### config.mk
export PLATFORM = sky130hd
export DESIGN_NAME = serial_pattern_gen
export DESIGN_NICKNAME = d
export VERILOG_FILES = /design/src/rtl/serial_pattern_gen_pkg.sv /design/src/rtl/bit_period_ctr.sv /design/src/rtl/serial_pattern_gen.sv
export SDC_FILE = /design/constraint.sdc
export NUM_CORES = 1
export LEC_CHECK = 0
export CORE_AREA = 3 3 68 70
export DETAILED_ROUTE_END_ITERATION = 7
export DIE_AREA = 0 0 71 73
export PLACE_DENSITY = 0.77
export SLEW_MARGIN = 20
export SYNTH_ARGS = -nofsm -noshare
export SYNTH_HDL_FRONTEND = slang
export SYNTH_SLANG_ARGS = --single-unit
### constraint.sdc
create_clock -name clk -period 5.3 [get_ports clk]
set_clock_uncertainty 0.05 [all_clocks]
set_input_delay 1.06 -clock clk [delete_from_list [all_inputs] [get_ports clk]]
set_output_delay 1.06 -clock clk [all_outputs]
set_load 0.1 [all_outputs]
### src/rtl/serial_pattern_gen_pkg.sv
// Shared definitions for the serial pattern generator.
//   state_e     : FSM state encoding (IDLE/SHIFT/DONE)
//   DATA_W_DEF  : default maximum word length in bits
//   DIV_W_DEF   : default width of the bit-period divisor
package serial_pattern_gen_pkg;

    localparam int DATA_W_DEF = 8;
    localparam int DIV_W_DEF  = 4;

    typedef enum logic [1:0] {
        IDLE  = 2'd0,
        SHIFT = 2'd1,
        DONE  = 2'd2
    } state_e;

endpackage

### src/rtl/bit_period_ctr.sv
// Bit-period divider: counts 0..div and pulses tick in the last cycle of each
// period, so one period is div+1 clk cycles.
//   clk   : system clock
//   clr   : asynchronous active-high reset
//   start : restarts the period (count forced to 0 at this edge)
//   div   : period length minus one
//   tick  : high in the final cycle of a period
module bit_period_ctr #(
    parameter int DIV_W = 4
) (
    input  logic             clk,
    input  logic             clr,
    input  logic             start,
    input  logic [DIV_W-1:0] div,
    output logic             tick
);

    logic [DIV_W-1:0] cnt_q;

    assign tick = (cnt_q == div);

    // With div at all-ones the explicit clear and the natural overflow agree,
    // giving a clean 2^DIV_W-cycle period.
    always_ff @(posedge clk or posedge clr) begin
        if (clr)                cnt_q <= '0;
        else if (start || tick) cnt_q <= '0;
        else                    cnt_q <= cnt_q + 1'b1;
    end

endmodule

### src/rtl/serial_pattern_gen.sv
// Serial pattern generator: serializes the low load_len bits of load_data,
// MSB first, one bit every div+1 cycles, optionally repeating the word.
//   clk, clr    : clock and asynchronous active-high reset
//   load_data   : word to send; active field is load_data[len-1:0]
//   load_len    : word length, 0 or >DATA_W means DATA_W
//   load_valid  : load request, accepted while load_ready is high
//   load_ready  : high only in IDLE
//   div         : bit period minus one, sampled at load
//   repeat_en   : re-send the word back-to-back at the end of each pass
//   abort       : synchronous stop while shifting
//   sdout       : serial data, low when idle
//   sdout_stb   : pulse in the first cycle of each bit
//   done        : pulse after a non-repeating word ends
//   busy        : high while shifting
module serial_pattern_gen
    import serial_pattern_gen_pkg::*;
#(
    parameter int DATA_W = DATA_W_DEF,
    parameter int DIV_W  = DIV_W_DEF
) (
    input  logic                    clk,
    input  logic                    clr,
    input  logic [DATA_W-1:0]       load_data,
    input  logic [$clog2(DATA_W):0] load_len,
    input  logic                    load_valid,
    output logic                    load_ready,
    input  logic [DIV_W-1:0]        div,
    input  logic                    repeat_en,
    input  logic                    abort,
    output logic                    sdout,
    output logic                    sdout_stb,
    output logic                    done,
    output logic                    busy
);

    localparam int LEN_W = $clog2(DATA_W) + 1;
    localparam logic [LEN_W-1:0] LEN_MAX = LEN_W'(DATA_W);

    state_e             state_q, state_d;
    logic [DATA_W-1:0]  shreg_q, shreg_d;
    logic [DATA_W-1:0]  saved_q, saved_d;
    logic [LEN_W-1:0]   len_q, len_d;
    logic [LEN_W-1:0]   bitcnt_q, bitcnt_d;
    logic [DIV_W-1:0]   div_q, div_d;
    logic               sdout_q, sdout_d;
    logic               stb_q, stb_d;
    logic               done_q, done_d;
    logic               busy_q, busy_d;
    logic               ready_q, ready_d;

    logic               handshake;
    logic               tick;
    logic [LEN_W-1:0]   len_eff;
    logic [DATA_W-1:0]  aligned;

    // Left-align the active field so the next bit is always the register MSB.
    assign len_eff   = (load_len == '0 || load_len > LEN_MAX) ? LEN_MAX : load_len;
    assign aligned   = load_data << (LEN_MAX - len_eff);
    assign handshake = (state_q == IDLE) && load_valid;

    bit_period_ctr #(.DIV_W(DIV_W)) u_bpc (
        .clk   (clk),
        .clr   (clr),
        .start (handshake),
        .div   (div_q),
        .tick  (tick)
    );

    always_comb begin
        state_d  = state_q;
        shreg_d  = shreg_q;
        saved_d  = saved_q;
        len_d    = len_q;
        bitcnt_d = bitcnt_q;
        div_d    = div_q;
        sdout_d  = 1'b0;
        stb_d    = 1'b0;

        case (state_q)
            IDLE: begin
                // abort is ignored here; a load is still taken
                if (load_valid) begin
                    state_d  = SHIFT;
                    saved_d  = aligned;
                    shreg_d  = aligned << 1;
                    len_d    = len_eff;
                    bitcnt_d = len_eff;
                    div_d    = div;
                    sdout_d  = aligned[DATA_W-1];
                    stb_d    = 1'b1;
                end
            end
            SHIFT: begin
                sdout_d = sdout_q;
                if (abort) begin
                    state_d = IDLE;
                    sdout_d = 1'b0;
                end else if (tick) begin
                    if (bitcnt_q > LEN_W'(1)) begin
                        sdout_d  = shreg_q[DATA_W-1];
                        shreg_d  = shreg_q << 1;
                        bitcnt_d = bitcnt_q - 1'b1;
                        stb_d    = 1'b1;
                    end else if (repeat_en) begin
                        // reload straight from the saved copy: no gap cycle
                        sdout_d  = saved_q[DATA_W-1];
                        shreg_d  = saved_q << 1;
                        bitcnt_d = len_q;
                        stb_d    = 1'b1;
                    end else begin
                        state_d = DONE;
                        sdout_d = 1'b0;
                    end
                end
            end
            DONE:    state_d = IDLE;
            default: state_d = IDLE;
        endcase

        ready_d = (state_d == IDLE);
        busy_d  = (state_d == SHIFT);
        done_d  = (state_d == DONE);
    end

    always_ff @(posedge clk or posedge clr) begin
        if (clr) begin
            state_q  <= IDLE;
            shreg_q  <= '0;
            saved_q  <= '0;
            len_q    <= '0;
            bitcnt_q <= '0;
            div_q    <= '0;
            sdout_q  <= 1'b0;
            stb_q    <= 1'b0;
            done_q   <= 1'b0;
            busy_q   <= 1'b0;
            ready_q  <= 1'b1;
        end else begin
            state_q  <= state_d;
            shreg_q  <= shreg_d;
            saved_q  <= saved_d;
            len_q    <= len_d;
            bitcnt_q <= bitcnt_d;
            div_q    <= div_d;
            sdout_q  <= sdout_d;
            stb_q    <= stb_d;
            done_q   <= done_d;
            busy_q   <= busy_d;
            ready_q  <= ready_d;
        end
    end

    assign load_ready = ready_q;
    assign sdout      = sdout_q;
    assign sdout_stb  = stb_q;
    assign done       = done_q;
    assign busy       = busy_q;

endmodule

======== Yosys cells after proc, flatten, opt, wreduce, memory -nomap -nowiden ========
Index checks and enable logic that the tools add are counted.
operators by class
  reductions and logical operators ........ 9
  multiply operators ...................... 0
  shift operators ......................... 1
  order comparisons ....................... 2
  $add $sub $neg .......................... 3
  equality and inequality tests ........... 9
  muxes and demuxes ....................... 32
  div/mod/pow operators ................... 0
  bitwise gates (word level) .............. 0
operator list
  kind                   count
  $mux W8                5
  $mux W4                7
  $pmux W8 S2            1
  $mux W1                10
  $mux W2                5
  $pmux W4 S2            1
  $shl A8 B4 Y8          1
  $reduce_and A5 Y1      1
  $add A4 B1 Y4 const B  1
  $eq A2 B1 Y1 const B   2
  $eq A4 B4 Y1           1
  $gt A4 B1 Y1 const B   1
  $gt A4 B4 Y1 const B   1
  $logic_not A2 Y1       2
  $logic_not A4 Y1       1
  $ne A2 B2 Y1 const B   2
  $pmux W1 S2            2
  $pmux W2 S2            1
  $sub A4 B1 Y4 const B  1
  $sub A4 B4 Y4 const A  1
  $ne A3 B2 Y1 const B   1
  $ne A3 B3 Y1 const B   1
  $eq A2 B2 Y1 const B   1
  $logic_or A1 B1 Y1     2
  other kinds (4)        4
storage, ports and cells
  output and inout port bits .............. 5
  memories kept ........................... 0
  bits in latches ......................... 0
  bits in registers ....................... 39
  bits of input ports ..................... 21
  bits in read-only memories .............. 0
  RAM bits ................................ 0
  word-level logic and storage cells ...... 68

======== Depth between registers and ports, before layout ========
  depth after elaboration ................. 7
  mapped depth ............................ 8
  depth with buffers taken out ............ 8

======== Hierarchy ========
Synthesis repeated with hierarchy kept, for this count alone.
second synthesis, totals
  cells, all modules ...................... 242
  area, all modules ....................... 2238.4 sq um
modules (own cells, without submodules)
  module              seq. area each (sq um)  area an instance (sq um)  times used  cells an instance
  serial_pattern_gen  852.1                   2020.7                    1           224
  bit_period_ctr      100.1                   217.7                     1           18

======== Worst setup path after synthesis ========
Ideal clock, no wire load.
  path type ............................... input port to flip-flop
  start ................................... in load_len[3]
  end ..................................... reg sdout_q (netlist: sdout)
  data arrival time ....................... 2.747 ns
  stages .................................. 8
  slack ................................... 2.393 ns
  setup time .............................. 0.110 ns
  cell sequence ........................... nand2b_1 buf_4 buf_12 ha_1 xnor2_4 mux4_2 nand2b_1 o41ai_1
on the way
  longest elaborated chain between the ends .. 7
  elaborated cells between the ends (all ways) .. 8
  classes of those cells .................. add/sub: 1; order compare: 1; shift: 1; mux: 3; reduce/logical: 2
ends and longest elaborated chain
  element                                           line                       source
  from (decl)                                       serial_pattern_gen.sv:24   input logic [$clog2(DATA_W):0] load_len,
  $gt A4 B4 Y1 or $logic_not A4 Y1 (tied branches)  serial_pattern_gen.sv:57   assign len_eff = (load_len == '0 || load_len > LEN_MAX) ? LEN_MAX : load_len;
  $logic_or A1 B1 Y1                                serial_pattern_gen.sv:57
  $mux W4 (*)                                       serial_pattern_gen.sv:57
  $sub A4 B4 Y4 (*)                                 serial_pattern_gen.sv:58   assign aligned = load_data << (LEN_MAX - len_eff);
  $shl A8 B4 Y8 (*)                                 serial_pattern_gen.sv:58
  $mux W1 (*)                                       serial_pattern_gen.sv:82   if (load_valid) begin
  $pmux W1 S2 (*)                                   serial_pattern_gen.sv:79   case (state_q)
  to (signal assigned)                              serial_pattern_gen.sv:145  sdout_q <= sdout_d;
  to (decl)                                         serial_pattern_gen.sv:45   logic sdout_q, sdout_d;
Every way passes the cells marked *; elsewhere a longest branch is shown, timed or not.
A chain may end at the register's enable or synchronous reset.

======== Worst setup path in the final report ========
Ends and elaborated chain as after synthesis.

==> flow_metrics.tcl <==
set metrics [dict create \
    hpwl_um 3060 \
    post_drt_via_cell_ratio 5.63 \
    grt_usage 0.176 \
    synth.most_common_cell "nand2_1" \
    cts_tree "done" \
    grt_max_degree 39 \
    worstReg2RegEnd "bitcnt_q[0]$_DFFE_PP0P_" \
    nNetsFinal 266 \
    yosys.cell_types.count 47 \
    synth_async_sr_flop_share 1.00 \
    pwr_density_cell_mw_per_mm2 478 \
    synth_top_cells_by_count "nand2_1, dfrtp_1, nor2_1, o21ai_0, mux2i_1" \
    clkTransAtPathRegs_ns 0.08 \
    synth_fp_nets 242 \
    r2r_slack_ns 2.99 \
    ys_seq_elements 38 \
    fin_crit_ns 3.37 \
    setup.worst_path.class "in -> reg" \
    route.met2.wl_um 2050 \
    cap_violations 0 \
    synthToLayoutAreaGrowth_pct 19.3 \
    nFillCells 362 \
    hp-start "saved_q[2]$_DFFE_PP0P_" \
    finalPower_mw 1.20 \
    fp.dieArea_mm2 0.00518 \
    hp-class "reg -> reg" \
    h-tree-depth 2 \
    holdPathEnd "saved_q[2]$_DFFE_PP0P_" \
    placed_cell_area_mm2 0.00237 \
    yosys-top-cells-area "dfrtp_1, nand2_1, mux2i_1" \
    drt_pass1_iterations 4 \
    p_leak_nw 1.14 \
    avgSynthCellArea_um2 9.72 \
    io_buffers 25 \
    drv_slew 0 \
    fp.dieW_um 71 \
    cp_common_cell "nand2b_1" \
    endpoint_kind "flip-flop" \
    cts_resized 0 \
    crit_slowest_cell "mux4_2" \
    relSlewSlack 0.357 \
    ys_warn_count 0 \
    wirelength_um 4260 \
    wl_met3_um 176 \
    cp_max_fo 13 \
    worst_slew_pin_slew_ns 0.962 \
    place_ws_ns 1.60 \
    synth_ff_type "dfrtp_1" \
    first_global_vias 1509 \
    cts_setup_buffers 0 \
    status "completed" \
    cts.sinks 38 \
    arrival_ns 3.50 \
    yosys.area.top_type_share 0.439 \
    finalSetupViolCount 0 \
    worstPathRequired_ns 5.43 \
    slowest_delay_ns 0.57 \
    gp_congestion 0.916 \
    grt_overflow 0 \
    cts_hold_buf 0 \
    synth-edff-count 0 \
    fmax_ghz 0.297 \
    drt_iter0_drc 68 \
    antenna_left 0 \
    dr_total_vias 1645 \
    whs_path_depth 2 \
    grt_pass1_wl_um 7090 \
    clk_latency_ns 0.29 \
    root_buffer "clkbuf_8" \
    ioPinCount 26 \
    routedWlPerCell_um 14.6 \
    clock_path_buffers 2 \
    reg2reg_depth 8 \
    finalCritPeriodShare 0.636 \
    rsz0062_at_grt "no" \
    cts_made_buffers 5 \
    startpoint_type "input port" \
    synth-seq-area-share 0.452 \
    rr_startpoint "bitcnt_q[0]$_DFFE_PP0P_" \
    setup_ws_ns 1.93 \
    crit_chain "clkdlybuf4s50_1 > nand2b_1 > ha_1 > xnor2_4 > mux4_2 > nand2b_1 > o41ai_1" \
    design_area_mm2 0.00251 \
    vdd_drop_max_v 0.000167 \
    synth_top_area_cell "dfrtp_1" \
    drt-met1-wl_um 1960 \
    core_area_mm2 0.00403 \
    hold_ws_ns 0.431 \
    antenna_cells 0 \
    tns_ns 0 \
    drive_gt1_frac 0.103 \
    drc 0 \
    die_h_um 73 \
    synthCells 217 \
    routed.top_layer "met4" \
    initial_core_util 0.523 \
    antenna_found_initial 0 \
    rows 23 \
    hold_viol_final 0 \
    synthesis.area_mm2 0.00211 \
]
## placed cells by master (no fill, tap or decap), types with 2 or more instances in the layout
cell type        instances
or3_1                    2
inv_1                    5
nor4_1                   2
mux2i_1                 11
o21ai_0                 18
clkdlybuf4s50_1         25
bufinv_16                2
mux2_2                   3
and2_1                   3
ha_1                     4
a211oi_1                 2
nand2_1                 39
a21oi_1                  7
a22o_1                   2
o41ai_1                  2
clkbuf_8                 6
mux4_2                   3
nor3_1                   5
buf_4                    2
xnor2_1                  3
xor2_1                   5
a31oi_1                  4
nand2b_1                 5
nor2_1                  18
nand3_1                  5
dfrtp_1                 37
o31ai_1                  3
## worst max-delay path by stage
stage / start / to / slack, ns / cells past startpoint
floorplan: load_len[3] / sdout$_DFFE_PP0P_ / 2.39 / 8
global placement: load_len[3] / sdout$_DFFE_PP0P_ / 1.69 / 7
detailed placement: load_len[3] / sdout$_DFFE_PP0P_ / 1.60 / 7
CTS: load_len[3] / sdout$_DFFE_PP0P_ / 1.92 / 7
global route: load_len[3] / sdout$_DFFE_PP0P_ / 1.74 / 7
finish: load_len[3] / sdout$_DFFE_PP0P_ / 1.93 / 7
## cells by family after synthesis
family | count (synthesis) | share of synthesized area
AOI/OAI and AO/OA | 46 | 0.142
xor gates and xnor gates | 9 | 0.0463
adders and majority gates | 4 | 0.0237
buffers and inverters | 17 | 0.0439
DFF | 38 | 0.452
muxes | 17 | 0.100
and+or+nand+nor | 86 | 0.192
## state kept, by name, indices dropped and copies added (netlist names)
| register | flops |
|---|---|
| bitcnt_q | 4 |
| busy | 1 |
| div_q | 4 |
| done | 1 |
| len_q | 4 |
| load_ready | 1 |
| saved_q | 8 |
| sdout | 1 |
| sdout_stb | 1 |
| shreg_q | 7 |
| state_q | 2 |
| u_bpc.cnt_q | 4 |
## worst max-delay path, delay by kind of cell
family / cells / cell delay (ns)
adders and majority gates: 1 / 0.41
and+or+nand+nor: 2 / 0.67
buffers and inverters: 1 / 0.51
AOI/OAI and AO/OA: 1 / 0.07
xor gates and xnor gates: 1 / 0.21
muxes: 1 / 0.57
## stage by stage
step	std cells	utilization
5_1_grt	292	0.624
6_report	292	0.624
4_1_cts	292	0.624
2_1_floorplan	217	-
3_3_place_gp	284	0.588
3_5_place_dp	284	0.588
## power by group
| group | internal, mW | switching, mW | leakage (nW) |
|---|---|---|---|
| combinational | 0.183 | 0.269 | 0.584 |
| sequential | 0.379 | 0.0656 | 0.480 |
| clock | 0.201 | 0.104 | 0.0714 |
| total | 0.763 | 0.438 | 1.14 |
## routing by layer
metal | vias up | global-route usage
li1 | 805 | -
met1 | 793 | 0.222
met2 | 39 | 0.303
met3 | 8 | 0.0358
met4 | 0 | 0.0605
met5 | - | 0
## area by class of cell
cell class                 instances  area (µm²)  share of cell area
clock buffer                       6        82.6              0.0328
clock inverter                     2        60.1              0.0239
inverter                           7        26.3              0.0104
multi-input combinational        162        1070               0.424
sequential                        38         952               0.379
tap                               50        62.6              0.0249
timing repair buffer              27         265               0.105
Power figures use the tool's default switching activity.
